File: config.mk
export PLATFORM = sky130hd
export DESIGN_NAME = uart_rx
export DESIGN_NICKNAME = d
export VERILOG_FILES = /design/src/rtl/uart_pkg.sv /design/src/rtl/uart_rx_sampler.sv /design/src/rtl/uart_rx.sv
export SDC_FILE = /design/constraint.sdc
export NUM_CORES = 1
export LEC_CHECK = 0
export BUFFER_PORTS_ARGS = -buffer_cell sky130_fd_sc_hd__buf_2
export CORE_UTILIZATION = 51
export CTS_CLUSTER_DIAMETER = 80
export DETAILED_ROUTE_END_ITERATION = 8
export PLACE_DENSITY = 0.85
export SYNTH_ARGS = -nofsm -noshare
export SYNTH_HDL_FRONTEND = slang
export SYNTH_SLANG_ARGS = --single-unit
File: constraint.sdc
create_clock -name CLK -period 1.7 [get_ports CLK]
set_input_delay 0.255 -clock CLK [delete_from_list [all_inputs] [get_ports CLK]]
set_output_delay 0.255 -clock CLK [all_outputs]
set_load 0.02 [all_outputs]
File: src/rtl/uart_pkg.sv
// Shared UART definitions: receiver FSM state encoding, frame bit levels and a parity helper.
package uart_pkg;

    typedef enum logic [2:0] {
        ST_IDLE   = 3'd0,
        ST_START  = 3'd1,
        ST_DATA   = 3'd2,
        ST_PARITY = 3'd3,
        ST_STOP   = 3'd4
    } uart_state_e;

    localparam logic START_BIT = 1'b0;
    localparam logic STOP_BIT  = 1'b1;

    // Expected parity bit from the XOR of the data bits (par_odd: 0 = even, 1 = odd).
    function automatic logic expected_parity(input logic data_xor, input logic par_odd);
        return data_xor ^ par_odd;
    endfunction

endpackage

File: src/rtl/uart_rx_sampler.sv
// Line synchronizer, per-bit edge/bit counters and bit-value sampler for uart_rx.
// Define UART_RX_MAJ_VOTE_EN for 3-sample majority voting around the bit centre.
module uart_rx_sampler
    import uart_pkg::*;
#(
    parameter int PRESCALE   = 8,
    parameter int DATA_WIDTH = 8
) (
    input  logic clk,
    input  logic srst,
    input  logic rx_in,
    input  logic run,
    output logic rx_sync,
    output logic sample_tick,
    output logic bit_end,
    output logic data_last,
    output logic bit_val,
    output logic last_bit
);

    localparam int ECW = $clog2(PRESCALE);
    localparam int BCW = $clog2(DATA_WIDTH + 3);
    localparam logic [ECW-1:0] HALF      = ECW'(PRESCALE / 2);
    localparam logic [ECW-1:0] LAST      = ECW'(PRESCALE - 1);
    localparam logic [BCW-1:0] DATA_LAST = BCW'(DATA_WIDTH);

    logic [1:0]     sync_q, sync_d;
    logic [ECW-1:0] edge_cnt_q, edge_cnt_d;
    logic [BCW-1:0] bit_cnt_q, bit_cnt_d;
    logic           last_bit_q, last_bit_d;

    assign rx_sync     = sync_q[1];
    assign sample_tick = (edge_cnt_q == HALF);
    assign bit_end     = (edge_cnt_q == LAST);
    assign data_last   = (bit_cnt_q == DATA_LAST);
    assign last_bit    = last_bit_q;

`ifdef UART_RX_MAJ_VOTE_EN
    localparam logic [ECW-1:0] EARLY = ECW'(PRESCALE / 2 - 1);
    logic early_q, early_d;

    // The sample after the centre is already in the first sync flop, so the vote
    // resolves at the centre edge count without delaying the decision.
    always_comb begin
        early_d = (edge_cnt_q == EARLY) ? sync_q[1] : early_q;
        bit_val = (early_q & sync_q[1]) | (early_q & sync_q[0]) | (sync_q[1] & sync_q[0]);
    end

    always_ff @(posedge clk) begin
        if (srst) early_q <= STOP_BIT;
        else      early_q <= early_d;
    end
`else
    assign bit_val = sync_q[1];
`endif

    always_comb begin
        sync_d     = {sync_q[0], rx_in};
        last_bit_d = sample_tick ? bit_val : last_bit_q;
        edge_cnt_d = '0;
        bit_cnt_d  = '0;
        if (run) begin
            if (bit_end) begin
                bit_cnt_d = bit_cnt_q + 1'b1;
            end else begin
                edge_cnt_d = edge_cnt_q + 1'b1;
                bit_cnt_d  = bit_cnt_q;
            end
        end
    end

    always_ff @(posedge clk) begin
        if (srst) begin
            sync_q     <= {2{STOP_BIT}};
            edge_cnt_q <= '0;
            bit_cnt_q  <= '0;
            last_bit_q <= STOP_BIT;
        end else begin
            sync_q     <= sync_d;
            edge_cnt_q <= edge_cnt_d;
            bit_cnt_q  <= bit_cnt_d;
            last_bit_q <= last_bit_d;
        end
    end

endmodule

File: src/rtl/uart_rx.sv
// Oversampling UART receiver: frame FSM, deserializer, parity/stop checking and result pulses.
// Sampling scheme is selected in uart_rx_sampler by UART_RX_MAJ_VOTE_EN (majority vote when defined).
module uart_rx
    import uart_pkg::*;
#(
    parameter int PRESCALE   = 8,
    parameter int DATA_WIDTH = 8
) (
    input  logic                  CLK,
    input  logic                  RST,
    input  logic                  RX_IN,
    input  logic                  PAR_EN,
    input  logic                  PAR_TYP,
    output logic [DATA_WIDTH-1:0] P_DATA,
    output logic                  Data_Valid,
    output logic                  PAR_ERR,
    output logic                  STP_ERR
);

    logic rx_sync, sample_tick, bit_end, data_last, bit_val, last_bit, run;

    uart_state_e           state_q, state_d;
    logic [DATA_WIDTH-1:0] shift_q, shift_d;
    logic [DATA_WIDTH-1:0] p_data_q, p_data_d;
    logic                  par_en_q, par_en_d;
    logic                  par_typ_q, par_typ_d;
    logic                  par_bad_q, par_bad_d;
    logic                  data_valid_q, data_valid_d;
    logic                  par_err_q, par_err_d;
    logic                  stp_err_q, stp_err_d;

    // Counters run for every cycle the FSM is (or is about to be) inside a frame.
    assign run = (state_d != ST_IDLE);

    uart_rx_sampler #(
        .PRESCALE   (PRESCALE),
        .DATA_WIDTH (DATA_WIDTH)
    ) u_sampler (
        .clk         (CLK),
        .srst        (RST),
        .rx_in       (RX_IN),
        .run         (run),
        .rx_sync     (rx_sync),
        .sample_tick (sample_tick),
        .bit_end     (bit_end),
        .data_last   (data_last),
        .bit_val     (bit_val),
        .last_bit    (last_bit)
    );

    always_ff @(posedge CLK) begin
        if (RST) state_q <= ST_IDLE;
        else     state_q <= state_d;
    end

    always_comb begin
        state_d = state_q;
        case (state_q)
            ST_IDLE:   if (rx_sync == START_BIT) state_d = ST_START;
            ST_START:  if (bit_end) state_d = (last_bit == START_BIT) ? ST_DATA : ST_IDLE;
            ST_DATA:   if (bit_end && data_last) state_d = par_en_q ? ST_PARITY : ST_STOP;
            ST_PARITY: if (bit_end) state_d = ST_STOP;
            ST_STOP:   if (sample_tick) state_d = ST_IDLE;
            default:   state_d = ST_IDLE;
        endcase
    end

    always_comb begin
        shift_d      = shift_q;
        p_data_d     = p_data_q;
        par_en_d     = par_en_q;
        par_typ_d    = par_typ_q;
        par_bad_d    = par_bad_q;
        data_valid_d = 1'b0;
        par_err_d    = 1'b0;
        stp_err_d    = 1'b0;
        case (state_q)
            ST_IDLE: begin
                if (rx_sync == START_BIT) begin
                    par_en_d  = PAR_EN;
                    par_typ_d = PAR_TYP;
                    par_bad_d = 1'b0;
                end
            end
            ST_DATA: begin
                if (sample_tick) shift_d = {bit_val, shift_q[DATA_WIDTH-1:1]};
            end
            ST_PARITY: begin
                if (sample_tick) par_bad_d = (bit_val != expected_parity(^shift_q, par_typ_q));
            end
            ST_STOP: begin
                if (sample_tick) begin
                    stp_err_d    = (bit_val != STOP_BIT);
                    par_err_d    = par_bad_q;
                    data_valid_d = (bit_val == STOP_BIT) && !par_bad_q;
                    if (data_valid_d) p_data_d = shift_q;
                end
            end
            default: ;
        endcase
    end

    always_ff @(posedge CLK) begin
        if (RST) begin
            shift_q      <= '0;
            p_data_q     <= '0;
            par_en_q     <= 1'b0;
            par_typ_q    <= 1'b0;
            par_bad_q    <= 1'b0;
            data_valid_q <= 1'b0;
            par_err_q    <= 1'b0;
            stp_err_q    <= 1'b0;
        end else begin
            shift_q      <= shift_d;
            p_data_q     <= p_data_d;
            par_en_q     <= par_en_d;
            par_typ_q    <= par_typ_d;
            par_bad_q    <= par_bad_d;
            data_valid_q <= data_valid_d;
            par_err_q    <= par_err_d;
            stp_err_q    <= stp_err_d;
        end
    end

    assign P_DATA     = p_data_q;
    assign Data_Valid = data_valid_q;
    assign PAR_ERR    = par_err_q;
    assign STP_ERR    = stp_err_q;

endmodule

; ---- Word-level counts from Yosys, hierarchy flattened
; Index checks and enable logic that the tools add are counted.
[totals]
reg_bits = 35
in_bits = 5
out_inout_bits = 11
wordCells = 55
[op_classes]
n_addsub = 2
eq_ne = 10
muxes = 11
bitwise = 5
n_reduce_logical = 14
[ops]
columns = op, count
row1 = 2-to-1 mux 3 bit, 6
row2 = case mux 3 bit (5 select lines), 1
row3 = "== test 3 bit, second input constant", 3
row4 = XOR reduction 8 bit, 1
row5 = "== test 3 x 2 -> 1 bit, second input constant", 2
row6 = AND reduction 3 bit, 2
row7 = OR reduction 3 bit, 2
row8 = "adder 4 x 1 -> 4 bit, second input constant", 1
row9 = "== test 4 bit, second input constant", 1
row10 = inverter 1 bit, 4
row11 = AND reduction 2 bit, 2
row12 = "adder 3 x 1 -> 3 bit, second input constant", 1
row13 = "== test 3 x 1 -> 1 bit, second input constant", 1
row14 = zero test 3 bit, 1
row15 = nonzero test 3 bit, 1
row16 = logical AND 1 bit, 2
row17 = 2-to-1 mux 1 bit, 2
row18 = 2-to-1 mux 2 bit, 1
row19 = "!= test 2 x 1 -> 1 bit, second input constant", 1
row20 = "!= test 2 bit, second input constant", 1
row21 = case mux 1 bit (2 select lines), 1
row22 = nonzero test 2 bit, 1
row23 = OR reduction 2 bit, 1
row24 = zero test 1 bit, 1
row25 = 2 further kinds, 2

; ---- Logic depth before layout (Yosys ltp)
[depth]
ltp_word = 7
mapped_depth = 8
ltp_nobuf = 6

; ---- By module
; A second synthesis with hierarchy kept.
[hier_totals]
cells_unflattened = 146
area_unflattened_um2 = 1539.0
[modules_own_cells]
columns = mod, n_inst, cells_each, area_per_inst_um2, seq_area_each_um2
row1 = uart_rx, 1, 104, 1091.0, 500.5
row2 = uart_rx_sampler, 1, 42, 447.9, 200.2

; ---- Worst setup path after synthesis
; No wires, ideal clock.
[synth_timing]
path_type = register to register
start = register u_sampler.edge_cnt_q[0]
end = register u_sampler.edge_cnt_q[1]
setup_ns = 0.088
t_arrival_ns = 1.596
required_ns = 1.612
setup_slack_ns = 0.016
stages_incl_launch_ff = 9
path_buffers = 2
synth_period_minus_slack_ns = 1.684
path_cell_list = dfxtp_1 > ha_1 > ha_1 > clkbuf_1 > nor2b_1 > o21ai_0 > and3_1 > buf_6 > nor4b_4
[synth_via]
elab_chain_cells = 7
elab_cells_between_ends = 12
cone_classes = add/sub: 1 / eq/ne: 2 / mux: 5 / bitwise: 1 / reduce/logical: 3
[synth_lines]
columns = item, line_no
row1 = start: declaration, uart_rx_sampler.sv:28  ; logic [ECW-1:0] edge_cnt_q, edge_cnt_d;
row2 = start signal: assignment, uart_rx_sampler.sv:80  ; edge_cnt_q <= edge_cnt_d;
row3 = == test 3 bit, uart_rx_sampler.sv:34  ; assign bit_end = (edge_cnt_q == LAST);
row4 = logical AND 1 bit, uart_rx.sv:61  ; ST_DATA: if (bit_end && data_last) state_d = par_en_q ? ST_PARITY : ST_STOP;
row5 = 2-to-1 mux 3 bit, uart_rx.sv:61
row6 = case mux 3 bit (5 select lines), uart_rx.sv:58  ; case (state_q)
row7 = nonzero test 3 bit, uart_rx.sv:33  ; assign run = (state_d != ST_IDLE);
row8 = inverter 1 bit (no source line), n/a
row9 = OR reduction 3 bit (no source line), n/a
; Several ways; a longest one is shown, not always the timed one.
; A chain may end at the register's enable or synchronous reset.

; ---- Worst setup path in the final report
[layout_timing]
start = register u_sampler.edge_cnt_q[0]
end = register u_sampler.bit_cnt_q[3]
[layout_via]
elab_chain_cells = 7
elab_cells_between_ends = 11
cone_classes = eq/ne: 2 / mux: 5 / bitwise: 1 / reduce/logical: 3
[layout_lines]
columns = item, line_no
row1 = == test 3 bit, uart_rx_sampler.sv:34
row2 = logical AND 1 bit, uart_rx.sv:61
row3 = 2-to-1 mux 3 bit, uart_rx.sv:61
row4 = case mux 3 bit (5 select lines), uart_rx.sv:58
row5 = nonzero test 3 bit, uart_rx.sv:33
row6 = inverter 1 bit (no source line), n/a
row7 = OR reduction 2 bit (no source line), n/a
row8 = end signal: assignment, uart_rx_sampler.sv:81  ; bit_cnt_q <= bit_cnt_d;
row9 = end: declaration, uart_rx_sampler.sv:29  ; logic [BCW-1:0] bit_cnt_q, bit_cnt_d;
; Several ways; a longest one is shown, not always the timed one.

==> results_dict.tcl <==
set metrics [dict create \
    outcome "completed" \
    worstSetupStartpointType "flop" \
    syn-instance-count 156 \
    hold_path_class "input pin to flop" \
    r2r_start "u_sampler.edge_cnt_q[0]" \
    final_cells 210 \
    postCtsHoldBufs 0 \
    drcViolationCount 0 \
    grt_use_total_pct 18.9 \
    synth_edf_count 0 \
    mostFrequentLayoutCell "dfxtp_1" \
    cap_violations 0 \
    total_power_w 0.00149 \
    worstPathCellList "ha_1 -> ha_1 -> nor2b_1 -> o21ai_0 -> and3_4 -> nor3_1" \
    path_buf_inv 0 \
    place_hpwl_um 1990 \
    initial_core_util_pct 55.6 \
    cp_top_family "simple AND/OR/NAND/NOR gates" \
    grt_first_pass_wirelength_um 4770 \
    path_clk_slew_ps 110 \
    gp_congestion 0.832 \
    cts_tree "built" \
    finalSetupViolCount 0 \
    ir_drop_uv 544 \
    max_stage_delay_ps 350 \
    dr.pass1.iters 4 \
    post-place-cells 202 \
    synth-seq-cells 35 \
    worst_slew_pin_slew_ps 544 \
    min_period_ps 1600 \
    syn_area_per_cell_um2 10.2 \
    antenna_found_initial 0 \
    grt_max_degree 26 \
    ant_nets 0 \
    min-delay-start "RX_IN" \
    fp.dieArea_um2 3340 \
    critPathMaxFanout 7 \
    ctsRootBufferMaster "clkbuf_4" \
    netlist_area_um2 1590 \
    hold_end "u_sampler.sync_q[0]" \
    cts_num_sinks 35 \
    clockBufferDepth 2 \
    ys_seq_area_share_pct 44.2 \
    nets 189 \
    fin_skew_ps 16.7 \
    final_hold_viol_count 0 \
    timing_worst_setup_path_type "flop to flop" \
    arrival_ps 1800 \
    yosys_warnings 0 \
    wire_per_inst_um 13.3 \
    layout_common_cells "dfxtp_1, nor2_1, mux2i_1, buf_2" \
    die_w_um 57.8 \
    r2r_cells 6 \
    ys_types 39 \
    synth_nets 167 \
    grt_pass1_vias 1065 \
    drt_iter0_drc 21 \
    wl_um 2800 \
    timing.fmax_mhz 625 \
    cp_data_required_time_ps 1900 \
    syn_to_final_growth_pct 14.0 \
    clkLatencyLatePin_ps 340 \
    num_vias 1117 \
    rsz0062_at_grt "no" \
    boundaryPins 16 \
    cpMaxStageDelayCell "dfxtp_2" \
    coreArea_um2 2850 \
    endpoint_kind "flop" \
    crit_top_cell "ha_1" \
    hold_depth 2 \
    p_per_area_nw_per_um2 825 \
    r2r-end "u_sampler.bit_cnt_q[3]" \
    vias_per_cell 5.32 \
    synth-main-ff-cell "dfxtp_1" \
    power_leakage_nw 0.776 \
    async_flop_share_pct 0 \
    rows 19 \
    htreeDepth 2 \
    drive_gt1_share_pct 24.6 \
    worst-r2r-setup-slack_ps 100 \
    fp.dieH_um 57.8 \
    setup_tns_ps 0 \
    place.port_buffers 15 \
    maxSlewViolCount 0 \
    post-cts-setup-buffers 0 \
    slew_headroom_pct 63.7 \
    antennaDiodeCount 0 \
    cts_buffers 5 \
    min_period_over_period_pct 94.2 \
    grt_overflow 0 \
]
[layer usage]
metal | wire length (um) | up-vias | part of all wire (%) | track usage [%]
met5 | 0 | - | 0 | 0
met1 | 1230 | 519 | 44 | 22.0
met3 | 104 | 5 | 3.7 | 4.69
met4 | 42 | 0 | 1.5 | 7.14
li1 | - | 571 | - | -
met2 | 1420 | 22 | 51 | 33.6
[worst max-delay path by stage]
stage                                 start  slack [ps]                 endpoint  depth (start not counted)
detailed placement  u_sampler.edge_cnt_q[0]          -2   u_sampler.bit_cnt_q[3]                          6
CTS                 u_sampler.edge_cnt_q[0]          50   u_sampler.bit_cnt_q[3]                          6
global route        u_sampler.edge_cnt_q[0]          20               state_q[2]                          6
finish              u_sampler.edge_cnt_q[0]         100   u_sampler.bit_cnt_q[3]                          6
global placement    u_sampler.edge_cnt_q[0]         100   u_sampler.bit_cnt_q[0]                          6
floorplan           u_sampler.edge_cnt_q[0]          20  u_sampler.edge_cnt_q[1]                          8
[flip-flops by register name, indices dropped and copies added (netlist names)]
register and cells:
STP_ERR 1, P_DATA 8, par_bad_q 1, PAR_ERR 1, u_sampler.edge_cnt_q 3, shift_q 8, u_sampler.sync_q 2, state_q 3
u_sampler.last_bit 1, Data_Valid 1, u_sampler.bit_cnt_q 4, par_en_q 1, par_typ_q 1
[cells by family after synthesis]
logic type                 after synthesis  share of synthesized area [%]
DFF                                     35                           44.2
buffers and inverters                   14                           4.97
muxes                                   19                           12.0
AOI/OAI and AO/OA                       13                           4.89
and+or+nand+nor                         58                           22.3
adders and majority gates                6                           4.73
xor gates and xnor gates                11                           6.94
[report_power, final]
group	switching (W)	internal (W)
clock network	0.000291	0.000309
logic	0.0000346	0.0000251
registers	0.00000612	0.000827
total	0.000332	0.00116
[cell usage after synthesis (2+ instances only)]
| library cell | n | share of area [%] |
|---|---|---|
| nor2b_1 | 3 | 1.2 |
| a21oi_1 | 3 | 0.95 |
| clkbuf_1 | 2 | 0.47 |
| nor3_1 | 6 | 1.9 |
| dfxtp_1 | 35 | 44 |
| o21ai_0 | 6 | 1.9 |
| buf_6 | 2 | 1.4 |
| nand2b_1 | 4 | 1.6 |
| xnor2_1 | 7 | 3.9 |
| nand3_1 | 2 | 0.63 |
| mux2i_1 | 19 | 12 |
| nor2_1 | 23 | 5.4 |
| ha_1 | 6 | 4.7 |
| nor4b_4 | 2 | 3.0 |
| inv_1 | 6 | 1.4 |
| nand2_1 | 3 | 0.71 |
| or2_2 | 2 | 0.79 |
| and3_1 | 2 | 0.79 |
| xor2_1 | 3 | 1.7 |
[what timing repair did]
item                       CTS  global route
gates resized for setup      1             3
setup endpoints to repair    3             7
pin swaps                    0             1
[area by class of cell]
cell class                 count  area (um^2)
clock buffer                   5         37.5
sequential                    35          702
inverter                       6         22.5
clock inverter                 3         43.8
multi-input combinational    107          817
fill                         243         1040
tap                           31         38.8
timing repair buffer          23          148
[stage by stage]
step                cell area [um^2]  util [%]  hold slack, ps  worst slack (ps)
finish                          1810      63.4            83.4              99.3
floorplan                       1590         -             356              16.2
global route                    1810      63.4            73.0              20.9
CTS                             1800      63.1            74.7              48.0
global placement                1720      60.2             395              98.7
detailed placement              1720      60.2             398             -2.29
No activity file was read; power rests on OpenSTA's default activity.
